## src/rtl/noc_pkg.sv

```systemverilog
// Shared definitions for the 5-port NoC router.
// Contents:
//   N_PORTS       - number of router ports (N, S, E, W, L)
//   port_e        - port index encoding, N=0 .. L=4
//   alloc_state_e - output-port allocator FSM states
package noc_pkg;

  localparam int N_PORTS = 5;

  typedef enum logic [2:0] {
    NORTH = 3'd0,
    SOUTH = 3'd1,
    EAST  = 3'd2,
    WEST  = 3'd3,
    LOCAL = 3'd4
  } port_e;

  typedef enum logic {
    IDLE   = 1'b0,
    LOCKED = 1'b1
  } alloc_state_e;

endpackage

```

## src/rtl/rr_picker.sv

```systemverilog
// Combinational round-robin picker.
// Finds the first set bit of req_i, starting at index ptr_i and wrapping
// modulo N_PORTS. Shared by the output-port allocator and the input-side
// virtual-channel allocator.
// Ports:
//   req_i     - request vector, one bit per port
//   ptr_i     - highest-priority index (must be < N_PORTS)
//   any_o     - at least one request is set
//   sel_idx_o - index of the selected requester (0 when any_o is low)
module rr_picker #(
  parameter int N_PORTS = 5,
  parameter int PTR_W   = 3
) (
  input  logic [N_PORTS-1:0] req_i,
  input  logic [PTR_W-1:0]   ptr_i,
  output logic               any_o,
  output logic [PTR_W-1:0]   sel_idx_o
);

  logic [PTR_W-1:0] idx;

  always_comb begin
    any_o     = 1'b0;
    sel_idx_o = '0;
    idx       = '0;
    for (int k = 0; k < N_PORTS; k++) begin
      // Candidate index = (ptr + k) mod N_PORTS without a divider.
      if (int'(ptr_i) + k >= N_PORTS) begin
        idx = PTR_W'(int'(ptr_i) + k - N_PORTS);
      end else begin
        idx = PTR_W'(int'(ptr_i) + k);
      end
      if (!any_o && req_i[idx]) begin
        any_o     = 1'b1;
        sel_idx_o = idx;
      end
    end
  end

endmodule

```

## src/rtl/out_port_alloc.sv

```systemverilog
// Per-output-port wormhole allocator for the 5-port NoC router.
// One output is shared among the N, S, E, W and L inputs. A round-robin
// winner is locked onto the output until its tail flit is forwarded; each
// forwarded flit is gated on downstream credit and returns a decrement
// pulse to the flow-control credit counter.
// Ports:
//   clk, rst    - clock and synchronous active-high reset
//   req_i       - per-input head-flit request for this output
//   valid_i     - per-input flit valid for this output
//   tail_i      - per-input tail marker, qualified by valid_i
//   credit_en_i - downstream has at least one free slot
//   grant_o     - registered one-hot grant, zero when idle
//   xfer_o      - a flit crosses the output this cycle
//   decr_o      - credit decrement pulse, same as xfer_o
//   busy_o      - registered, high while a packet holds the output
module out_port_alloc #(
  parameter int N_PORTS = 5,
  parameter int PTR_W   = 3
) (
  input  logic               clk,
  input  logic               rst,
  input  logic [N_PORTS-1:0] req_i,
  input  logic [N_PORTS-1:0] valid_i,
  input  logic [N_PORTS-1:0] tail_i,
  input  logic               credit_en_i,
  output logic [N_PORTS-1:0] grant_o,
  output logic               xfer_o,
  output logic               decr_o,
  output logic               busy_o
);

  import noc_pkg::alloc_state_e;
  import noc_pkg::IDLE;
  import noc_pkg::LOCKED;

  alloc_state_e state_q;
  alloc_state_e state_d;

  logic [PTR_W-1:0]   owner_q;
  logic [PTR_W-1:0]   rr_ptr_q;
  logic [N_PORTS-1:0] grant_q;

  logic               pick_any;
  logic [PTR_W-1:0]   pick_idx;

  logic               take;      // IDLE -> LOCKED this cycle
  logic               release_c; // tail forwarded, LOCKED -> IDLE
  logic               xfer;

  rr_picker #(
    .N_PORTS (N_PORTS),
    .PTR_W   (PTR_W)
  ) u_rr_picker (
    .req_i     (req_i),
    .ptr_i     (rr_ptr_q),
    .any_o     (pick_any),
    .sel_idx_o (pick_idx)
  );

  // State register
  always_ff @(posedge clk) begin
    if (rst) begin
      state_q <= IDLE;
    end else begin
      state_q <= state_d;
    end
  end

  // Next-state logic
  always_comb begin
    state_d = state_q;
    case (state_q)
      IDLE:    if (take)      state_d = LOCKED;
      LOCKED:  if (release_c) state_d = IDLE;
      default: state_d = IDLE;
    endcase
  end

  // Output / event logic. Requests are looked at only while idle; once
  // locked, only the owner's valid/tail matter. Reset forces xfer low so
  // the credit counter never sees a pulse for an abandoned packet.
  always_comb begin
    take      = 1'b0;
    xfer      = 1'b0;
    release_c = 1'b0;
    if (!rst) begin
      if (state_q == IDLE) begin
        take = pick_any & credit_en_i;
      end else begin
        xfer      = valid_i[owner_q] & credit_en_i;
        release_c = xfer & tail_i[owner_q];
      end
    end
  end

  // Owner, pointer and grant registers. The pointer moves only on release,
  // so a long packet does not cost the next requester its turn.
  always_ff @(posedge clk) begin
    if (rst) begin
      owner_q  <= '0;
      rr_ptr_q <= '0;
      grant_q  <= '0;
    end else if (take) begin
      owner_q <= pick_idx;
      grant_q <= {{(N_PORTS-1){1'b0}}, 1'b1} << pick_idx;
    end else if (release_c) begin
      grant_q  <= '0;
      rr_ptr_q <= (owner_q == PTR_W'(N_PORTS-1)) ? '0 : owner_q + 1'b1;
    end
  end

  assign grant_o = grant_q;
  assign xfer_o  = xfer;
  assign decr_o  = xfer;
  assign busy_o  = (state_q == LOCKED);

endmodule

```

## config.mk

```make
export PLATFORM = sky130hd
export DESIGN_NAME = out_port_alloc
export DESIGN_NICKNAME = d
export VERILOG_FILES = /design/src/rtl/noc_pkg.sv /design/src/rtl/rr_picker.sv /design/src/rtl/out_port_alloc.sv
export SDC_FILE = /design/constraint.sdc
export NUM_CORES = 1
export LEC_CHECK = 0
export ABC_AREA = 1
export BUFFER_PORTS_ARGS = -buffer_cell sky130_fd_sc_hd__buf_4
export CORE_MARGIN = 2
export CORE_UTILIZATION = 45
export DETAILED_ROUTE_END_ITERATION = 16
export GPL_ROUTABILITY_DRIVEN = 0
export PLACE_DENSITY_LB_ADDON = 0.3
export REMOVE_ABC_BUFFERS = 1
export SYNTH_ARGS = -nofsm -noshare
export SYNTH_HDL_FRONTEND = slang
export SYNTH_HIERARCHICAL = 1
export SYNTH_SLANG_ARGS = --single-unit
```

## constraint.sdc

```tcl
create_clock -name clk -period 3.4 [get_ports clk]
set_input_delay 0.68 -clock clk [delete_from_list [all_inputs] [get_ports clk]]
set_output_delay 0.68 -clock clk [all_outputs]
set_load 0.02 [all_outputs]
```

==> results.json, run 1 <==
{
  "start_kind": "register",
  "grt_pass1_wl_um": 6630,
  "cts_sinks": 12,
  "crit_family": "simple AND/OR/NAND/NOR gates",
  "viasPerCell": 5.40,
  "drt-pass1-iter-count": 5,
  "cts.path.max_buffers": 2,
  "synth_top_cell_by_area": "dfxtp_1",
  "rsz0062_at_grt": "no",
  "grt_pass1_vias": 1496,
  "critPathMaxStageDelay_ns": 0.40,
  "drt_iter0_drc": 97,
  "worst_pin_slew_ns": 0.427,
  "post_cts_buffers": 0,
  "min_period_ns": 2.94,
  "synth-seq-cells": 12,
  "path_class": "reg -> reg",
  "fillCellCount": 361,
  "area_growth_pct": 16.6,
  "whs_path_depth": 2,
  "cts_inserted_buffers": 3,
  "h-tree-depth": 1,
  "netlist_top_cells_count": "58 x nand2_1, 43 x nand3_1, 27 x inv_1, 18 x nor2_1, 13 x nand4_1",
  "crit_slowest_cell": "fa_1",
  "critical_path_arrival_ns": 3.15,
  "vias": 1744,
  "die_area_um2": 3980,
  "wire_per_inst_um": 11.9,
  "overflow": 0,
  "cts_hold_buf": 0,
  "synth_top_area_share_pct": 15.3,
  "ff2ff_path_depth": 17,
  "numPortBuffers": 25,
  "reg2reg_to": "grant_o[4]$_SDFFE_PP0P_",
  "finalHoldViolCount": 0,
  "cp_cell_sequence": "inv_2, ha_1, inv_1, fa_1, inv_1, nand2_1, o21ai_0, nand3_1, nand2_2, nor2_4, nand4_1, nand2_1, nor3_2, inv_2, nor2_2, nand3_1, a21oi_1",
  "crit_path_end_kind": "register",
  "powerDensity_nw_per_um2": 223,
  "cts_root_buffer": "clkbuf_4",
  "synth.distinct_cells": 36,
  "min_path_type": "reg -> reg",
  "peakVddDrop_mv": 0.182,
  "core_area_um2": 3340,
  "status": "complete, no violations",
  "synth_most_common_cell": "nand2_1",
  "dp_slack_ns": 0.346,
  "wirelength_um": 3860,
  "nets": 307,
  "die_x_um": 63.1,
  "fmax_mhz": 340,
  "grt_max_degree": 13,
  "ant_nets": 0,
  "ys.warnings.count": 6,
  "hpwlAfterDp_um": 3150,
  "cp.buffers_inverters": 4,
  "synth-edff-count": 0,
  "start_util_pct": 47.1,
  "yosysSeqAreaShare_pct": 15.3,
  "antenna_found_initial": 0,
  "io_pins": 26,
  "finalSetupViolCount": 0,
  "rows": 21,
  "drv_slew": 0,
  "antenna_cells": 0,
  "r2r_slack_ns": 0.46,
  "placed_cells_incl_taps": 319,
  "reg2reg_from": "rr_ptr_q[0]$_SDFFE_PP0P_",
  "p_leak_nw": 0.879,
  "avgSynthCellArea_um2": 6.26,
  "maxCapViolCount": 0,
  "grt_util_all_layers_pct": 20.2,
  "relSlewSlack_pct": 71.3,
  "syn_area_um2": 1570,
  "clk_pin_slew_ns": 0.07,
  "post_route_cells_drive_above_1_share_pct": 22.0,
  "hold_start": "grant_o[2]$_SDFFE_PP0P_",
  "critPathMaxFanout": 10,
  "synthFlopType": "dfxtp_1",
  "cts_tree": "built",
  "drc": 0,
  "syn_inst": 251,
  "finClkSkew_ns": 0.00314,
  "required_ns": 3.61,
  "synthTopCellsByArea": "dfxtp_1 15%, nand2_1 14%, nand3_1 14%",
  "hold_ws_ns": 0.489,
  "clock_latency_ns": 0.28,
  "async_flop_share_pct": 0,
  "finalCritPeriodShare_pct": 86.4,
  "tns_ns": 0,
  "die_h_um": 63.1,
  "holdPathEnd": "grant_o[2]$_SDFFE_PP0P_",
  "instances_no_fill": 323,
  "timing.final.ws_setup_ns": 0.461
}
[worst max path at each step]
stage | startpoint | to | cells past startpoint
after global routing | rr_ptr_q[1]$_SDFFE_PP0P_ | grant_o[2]$_SDFFE_PP0P_ | 15
after floorplan | rr_ptr_q[0]$_SDFFE_PP0P_ | grant_o[0]$_SDFFE_PP0P_ | 20
final | rr_ptr_q[0]$_SDFFE_PP0P_ | grant_o[4]$_SDFFE_PP0P_ | 17
after global placement | rr_ptr_q[1]$_SDFFE_PP0P_ | grant_o[2]$_SDFFE_PP0P_ | 15
after detailed placement | rr_ptr_q[1]$_SDFFE_PP0P_ | grant_o[0]$_SDFFE_PP0P_ | 15
after CTS | rr_ptr_q[1]$_SDFFE_PP0P_ | grant_o[0]$_SDFFE_PP0P_ | 15
[tightest hold or removal path, stage by stage, from the launching register on]
cell	delay [ns]
dfxtp_1	0.32
nand3_1	0.07
a21oi_1	0.06
[power breakdown]
| group | switching, mW | total, mW | leakage [nW] | internal [mW] |
|---|---|---|---|---|
| sequential | 0.00729 | 0.154 | 0.0978 | 0.146 |
| combinational | 0.0885 | 0.143 | 0.760 | 0.0546 |
| clock | 0.0475 | 0.113 | 0.0210 | 0.0652 |
| total | 0.143 | 0.409 | 0.879 | 0.266 |
[area by class of cell]
| cell class | instances | area, µm² | share of cell area, % |
|---|---|---|---|
| multi-input combinational | 201 | 1160 | 63.3 |
| sequential | 12 | 241 | 13.2 |
| timing repair buffer | 26 | 195 | 10.6 |
| inverter | 34 | 141 | 7.71 |
| tap | 46 | 57.6 | 3.14 |
| clock buffer | 4 | 36.3 | 1.98 |
[cell usage in the layout, fill, tap and decap left out]
master,n
inv_2,6
xor2_2,1
clkbuf_4,3
o21ai_2,1
a21oi_2,1
a211oi_1,1
inv_1,27
buf_4,26
and2_1,1
clkbuf_8,1
nand2_1,58
nand3_2,5
nor2_4,1
nand2_4,5
nor2_1,18
a21oi_1,9
o211ai_1,2
nand3b_1,1
o21ai_0,11
o31ai_1,1
nor3_1,1
nand4_1,13
ha_1,10
xor2_1,1
dfxtp_1,11
fa_1,1
o21ai_1,4
bufinv_8,1
a21oi_4,1
o22ai_1,1
xnor2_1,2
nand2_2,5
nand3_1,43
dfxtp_2,1
nor2_2,1
nor3_2,1
nand3_4,1
[layer usage]
metal / share of wire [%] / global-route usage (%)
met2: 45 / 31.6
met5: 0 / 0
met4: 0.88 / 5.83
met1: 48 / 29.2
met3: 5.5 / 1.96
[flip-flops by register name, summed over array words and instances (netlist names)]
register	count
rr_ptr_q	3
grant_o	5
busy_o	1
owner_q	3
[what timing repair did]
item | CTS | global route
endpoints found under the setup margin | 0 | 3
hold endpoints to repair | 0 | 0
resized for setup | 0 | 1
[stage by stage]
| step | power, mW | cell area (µm²) | utilization, % |
|---|---|---|---|
| detailed placement | 0.298 | 1800 | 53.8 |
| floorplan | 0.252 | 1540 | - |
| finish | 0.409 | 1830 | 54.9 |
| CTS | 0.411 | 1830 | 54.9 |
| global placement | 0.298 | 1800 | 53.8 |
| global route | 0.438 | 1830 | 54.9 |
[logic make-up after synthesis]
family	after synthesis	synth area share, %
DFF	12	15.3
and+or+nand+nor	154	49.8
xor gates and xnor gates	4	2.71
AOI/OAI and AO/OA	32	12.1
adders and majority gates	11	9.24
buffers and inverters	38	10.8
No activity file was read; power rests on OpenSTA's default activity.
==> run 2, diff against run 1 <==
==> constraint.sdc (replaced) <==
create_clock -name clk -period 2.9 [get_ports clk]
set_input_delay 0.58 -clock clk [delete_from_list [all_inputs] [get_ports clk]]
set_output_delay 0.58 -clock clk [all_outputs]
set_load 0.02 [all_outputs]
==> run 2 against run 1 <==
First-iteration DRC count grew 22%. Fmax increased by 8.7%. Flip-flop and latch count stayed put. Worst hold slack worse by 0.0022 ns. Count of clock-buffer cells in the layout unchanged. Core utilization up 6.4 points. Cell count increased by 4.6%. Clock power increased by 20%. Worst setup slack lost 0.26 ns.
==> results.json, run 2 (synthesis results as in run 1) <==
{
  "status": "complete, no violations",
  "cp.buffers_inverters": 5,
  "largest_reg_flops": 5,
  "finalCritPeriodShare_pct": 93.2,
  "drv_slew": 0,
  "io_pins": 26,
  "critPathMaxStageDelay_ns": 0.36,
  "min_period_ns": 2.70,
  "antenna_cells": 0,
  "grt_pass1_vias": 1548,
  "min_path_type": "reg -> reg",
  "die_h_um": 63.1,
  "p_total_uw": 503,
  "placed_cells_incl_taps": 323,
  "peakVddDrop_mv": 0.228,
  "start_kind": "register",
  "grt_util_all_layers_pct": 20.7,
  "finalSetupViolCount": 0,
  "ff2ff_path_depth": 19,
  "viasPerCell": 5.23,
  "tns_ns": 0,
  "grt_pass1_wl_um": 6780,
  "numPortBuffers": 25,
  "critical_path_arrival_ns": 2.92,
  "grt_max_degree": 13,
  "wire_per_inst_um": 12.4,
  "path_class": "reg -> reg",
  "vias": 1767,
  "post_route_cells_drive_above_1_share_pct": 32.9,
  "cts_inserted_buffers": 3,
  "h-tree-depth": 1,
  "crit_slowest_cell": "dfxtp_2",
  "core_area_um2": 3340,
  "cts.path.max_buffers": 2,
  "instances_no_fill": 338,
  "design_area_um2": 2050,
  "maxCapViolCount": 0,
  "hpwlAfterDp_um": 3190,
  "cts_root_buffer": "clkbuf_4",
  "cts_sinks": 12,
  "cts_tree": "built",
  "drt_iter0_drc": 118,
  "cp_cell_sequence": "inv_4, buf_12, ha_4, ha_1, inv_1, nand2_1, o21ai_2, inv_1, nand2_2, nand2_4, nand3_2, nor2_4, nand4_1, nand2_1, nor3_4, inv_2, nor2_4, nand3_1, a21oi_1",
  "area_growth_pct": 30.3,
  "crit_path_end_kind": "register",
  "place_area_um2": 1830,
  "wirelength_um": 4190,
  "worst_pin_slew_ns": 0.364,
  "die_x_um": 63.1,
  "r2r_slack_ns": 0.20,
  "rows": 21,
  "final_common_cell": "nand2_1",
  "powerDensity_nw_per_um2": 246,
  "die_area_um2": 3980,
  "whs_path_depth": 2,
  "clock_latency_ns": 0.28,
  "relSlewSlack_pct": 75.5,
  "p_leak_nw": 0.985,
  "required_ns": 3.11,
  "cts_hold_buf": 0,
  "most-common-layout-cells": "54 x nand2_1, 39 x nand3_1, 38 x buf_4, 23 x inv_1, 18 x nor2_1",
  "fmax_mhz": 370,
  "finalHoldViolCount": 0,
  "finClkSkew_ns": 0.00205,
  "ant_nets": 0,
  "overflow": 0,
  "crit_family": "simple AND/OR/NAND/NOR gates",
  "drc": 0,
  "antenna_found_initial": 0,
  "critical_path_depth": 19,
  "nets": 322,
  "hold_ws_ns": 0.487,
  "critPathMaxFanout": 7,
  "clk_pin_slew_ns": 0.08,
  "drt-pass1-iter-count": 4,
  "start_util_pct": 47.1
}
run 2: changes by cell type in the layout (fill, tap and decap cells not counted), sizes merged:
cell,previous run,this run
clkinvlp,0,1
buf,26,40
run 2: what timing repair did:
| item | in CTS | in global routing |
|---|---|---|
| gates resized for setup | 0 | 30 |
| setup buffers | 0 | 10 |
| endpoints found under the hold margin | 0 | 0 |
| endpoints found under the setup margin | 0 | 9 |
run 2: per-stage QoR:
stage	utilization (%)	setup slack, ns
2_1_floorplan	-	0.0750
3_3_place_gp	54.7	0.180
5_1_grt	61.3	-0.0153
4_1_cts	55.8	0.100
6_report	61.3	0.197
3_5_place_dp	54.7	0.133
run 2: path summary, 6_finish.rpt:
| kind | start | endpoint |
|---|---|---|
| setup / recovery | rr_ptr_q[0]$_SDFFE_PP0P_ | grant_o[2]$_SDFFE_PP0P_ |
| hold / removal | grant_o[0]$_SDFFE_PP0P_ | grant_o[0]$_SDFFE_PP0P_ |
| hold reg to reg | grant_o[0]$_SDFFE_PP0P_ | grant_o[0]$_SDFFE_PP0P_ |
| setup reg to reg | rr_ptr_q[0]$_SDFFE_PP0P_ | grant_o[2]$_SDFFE_PP0P_ |
run 2: metal layers:
metal / routed length, µm / part of all wire, % / GRT usage, % / vias to the layer above
met5: 0 / 0 / 0 / -
met2: 1930 / 46 / 31.9 / 52
met4: 83 / 2.0 / 8.33 / 0
met1: 2010 / 48 / 29.9 / 781
li1: - / - / - / 925
met3: 162 / 3.9 / 1.43 / 9
run 2: worst register-to-register path: stages (launching register included):
cell and delay [ns]:
dfxtp_2 0.36, inv_4 0.06, buf_12 0.12, ha_4 0.15, ha_1 0.31, inv_1 0.10
nand2_1 0.07, o21ai_2 0.07, inv_1 0.09, nand2_2 0.11, nand2_4 0.08, nand3_2 0.10
nor2_4 0.06, nand4_1 0.07, nand2_1 0.09, nor3_4 0.28, inv_2 0.12, nor2_4 0.16
nand3_1 0.08, a21oi_1 0.15
run 2: power by group:
| part | switching, mW | total [mW] | internal [mW] | leakage [nW] |
|---|---|---|---|---|
| Clock | 0.0600 | 0.136 | 0.0765 | 0.0210 |
| Sequential | 0.00882 | 0.179 | 0.171 | 0.0992 |
| Combinational | 0.112 | 0.187 | 0.0757 | 0.864 |
| Total | 0.181 | 0.503 | 0.323 | 0.985 |
run 2: cell type report:
type | count | area [µm²]
inverters | 34 | 144
multi-input cells | 201 | 1240
flip-flops and latches | 12 | 246
well taps | 46 | 57.6
fillers | 307 | 1290
clock buffers | 4 | 36.3
repair inverters | 1 | 7.51
repair buffers | 40 | 317
==> run 3, diff against run 2 <==
--- a/config.mk
+++ b/config.mk
@@ -15,5 +15,4 @@
 export REMOVE_ABC_BUFFERS = 1
 export SYNTH_ARGS = -nofsm -noshare
 export SYNTH_HDL_FRONTEND = slang
-export SYNTH_HIERARCHICAL = 1
 export SYNTH_SLANG_ARGS = --single-unit
==> run 3 against run 2 <==
Fmax is 3.1% higher. Highest routed layer unchanged. Sequential power barely moved. Routed wire length shrank 12%.
==> results.json, run 3 <==
{
  "ys.warnings.count": 0,
  "required_ns": 3.11,
  "wire_per_inst_um": 11.9,
  "area_growth_pct": 20.0,
  "synthMuxAreaShare_pct": 0,
  "rows": 20,
  "hold_start": "grant_o[4]$_SDFFE_PP0P_",
  "synthAdderAreaFrac_pct": 9.86,
  "post_route_cells_drive_above_1_share_pct": 21.7,
  "powerDensity_nw_per_um2": 281,
  "cts_tree": "built",
  "critPathMaxStageDelay_ns": 0.37,
  "finalHoldViolCount": 0,
  "synth-edff-count": 0,
  "vias": 1652,
  "reg2reg_from": "rr_ptr_q[0]$_SDFFE_PP0P_",
  "critPathMaxFanout": 10,
  "synthFlopType": "dfxtp_1",
  "core_area_um2": 3080,
  "cp.buffers_inverters": 3,
  "finalSetupViolCount": 0,
  "start_kind": "register",
  "yosysSeqAreaShare_pct": 16.3,
  "netlist_top_cells_count": "57 x nand2_1, 39 x nand3_1, 27 x inv_1, 16 x a21oi_1, 12 x dfxtp_1",
  "synthTopCellsByArea": "dfxtp_1 16%, nand2_1 15%, nand3_1 13%",
  "grt_pass1_wl_um": 6200,
  "viasPerCell": 5.31,
  "tns_ns": 0,
  "synth-compound-area-share_pct": 16.4,
  "post_cts_buffers": 0,
  "die_x_um": 61.2,
  "async_flop_share_pct": 0,
  "crit_family": "simple AND/OR/NAND/NOR gates",
  "relSlewSlack_pct": 65.3,
  "numPortBuffers": 25,
  "drt_iter0_drc": 107,
  "p_total_uw": 496,
  "io_pins": 26,
  "nets": 297,
  "synth_top_cell_by_area": "dfxtp_1",
  "place_area_um2": 1720,
  "die_area_um2": 3750,
  "worst_pin_slew_ns": 0.515,
  "grt_pass1_vias": 1462,
  "synth-seq-cells": 12,
  "yosys.area_share.simple_pct": 45.4,
  "critPathLaunch": "rr_ptr_q[0]$_SDFFE_PP0P_",
  "largest_reg_flops": 5,
  "start_util_pct": 47.8,
  "avgSynthCellArea_um2": 6.19,
  "r2r_slack_ns": 0.28,
  "placed_cells_incl_taps": 307,
  "clk_pin_slew_ns": 0.08,
  "drt-pass1-iter-count": 5,
  "grt_util_all_layers_pct": 21.5,
  "cts_inserted_buffers": 3,
  "timing.final.ws_setup_ns": 0.279,
  "min_path_type": "reg -> reg",
  "most-common-layout-cells": "57 x nand2_1, 38 x nand3_1, 29 x buf_4, 27 x inv_1, 16 x a21oi_1",
  "wirelength_um": 3690,
  "hpwlAfterDp_um": 2960,
  "drc": 0,
  "fmax_mhz": 382,
  "drv_slew": 0,
  "critical_path_arrival_ns": 2.83,
  "peakVddDrop_mv": 0.364,
  "ant_nets": 0,
  "design_area_um2": 1770,
  "antenna_cells": 0,
  "crit_slowest_cell": "fa_1",
  "synth_top_family_by_area": "simple AND/OR/NAND/NOR gates",
  "cts_root_buffer": "clkbuf_4",
  "cp_cell_sequence": "inv_4, ha_1, inv_1, fa_1, inv_1, nand2_2, nand2_1, nand3_1, nand3_1, nand2_1, nand2_1, nand2_1, nand4_1, nor2_1, nor2_1, nand3_1, nor2_2, nand2_1, a21oi_1",
  "p_leak_nw": 0.853,
  "syn_inst": 238,
  "crit_top_cell": "nand2_1",
  "die_h_um": 61.2,
  "antenna_found_initial": 0,
  "instances_no_fill": 311,
  "cts_sinks": 12,
  "finalCritPeriodShare_pct": 90.4,
  "synthXorXnorAreaFrac_pct": 2.29,
  "clock_latency_ns": 0.27,
  "maxCapViolCount": 0,
  "status": "complete, no violations",
  "path_class": "reg -> reg",
  "dp_slack_ns": 0.138,
  "synth.distinct_cells": 33,
  "finClkSkew_ns": 0.00607,
  "grt_max_degree": 13,
  "h-tree-depth": 1,
  "min_period_ns": 2.62,
  "final_common_cell": "nand2_1",
  "synth_most_common_cell": "nand2_1",
  "syn_area_um2": 1470,
  "cts.path.max_buffers": 2,
  "synth_top_area_share_pct": 16.3,
  "rsz0062_at_grt": "no",
  "overflow": 0,
  "crit_path_end_kind": "register"
}
[run 3: metrics by stage]
| stage | hold slack (ns) | utilization, % |
|---|---|---|
| after detailed placement | 0.475 | 55.8 |
| after CTS | 0.488 | 57.0 |
| final | 0.488 | 57.4 |
| after floorplan | 0.452 | - |
| after global routing | 0.503 | 57.4 |
| after global placement | 0.473 | 55.8 |
[run 3: cells by family (layout without fill, tap and decap cells)]
kind of cell | Yosys count | after routing
buffers and inverters | 35 | 64
DFF | 12 | 12
xor gates and xnor gates | 3 | 3
and+or+nand+nor | 135 | 135
adders and majority gates | 11 | 11
AOI/OAI and AO/OA | 42 | 42
[run 3: report_power, final]
part / switching (mW) / total, mW / internal [mW]
Sequential: 0.00790 / 0.180 / 0.172
Clock: 0.0564 / 0.133 / 0.0763
Combinational: 0.112 / 0.184 / 0.0716
[run 3: area by class of cell]
type,count,area [µm²]
clock buffer,4,36.3
fill,332,1310
inverter,31,119
multi-input combinational,191,1090
sequential,12,245
tap,44,55.1
timing repair buffer,29,218
[run 3: worst paths after layout]
kind / to / depth (start not counted)
worst max register to register: grant_o[1]$_SDFFE_PP0P_ / 19
worst max-delay path: grant_o[1]$_SDFFE_PP0P_ / 19
worst min register to register: grant_o[4]$_SDFFE_PP0P_ / 2
worst min-delay path: grant_o[4]$_SDFFE_PP0P_ / 2
[run 3: timing repair]
action / 4_1_cts / 5_1_grt
hold buffers: 0 / 0
gates resized for setup: 0 / 6
endpoints found under the setup margin: 0 / 8
hold endpoints to repair: 0 / 0
[run 3: layer usage]
metal | global-route usage, % | up-vias | share of wire (%)
li1 | - | 870 | -
met1 | 28.1 | 722 | 46
met2 | 36.3 | 50 | 46
met3 | 2.31 | 10 | 5.1
met4 | 8.39 | 0 | 2.5
met5 | 0 | - | 0
[run 3: worst register-to-register path: stages (launching register included)]
cell and delay, ns:
dfxtp_1 0.34, inv_4 0.12, ha_1 0.16, inv_1 0.05
fa_1 0.37, inv_1 0.13, nand2_2 0.12, nand2_1 0.11
nand3_1 0.07, nand3_1 0.09, nand2_1 0.05, nand2_1 0.05
nand2_1 0.09, nand4_1 0.13, nor2_1 0.05, nor2_1 0.10
nand3_1 0.16, nor2_2 0.17, nand2_1 0.08, a21oi_1 0.12
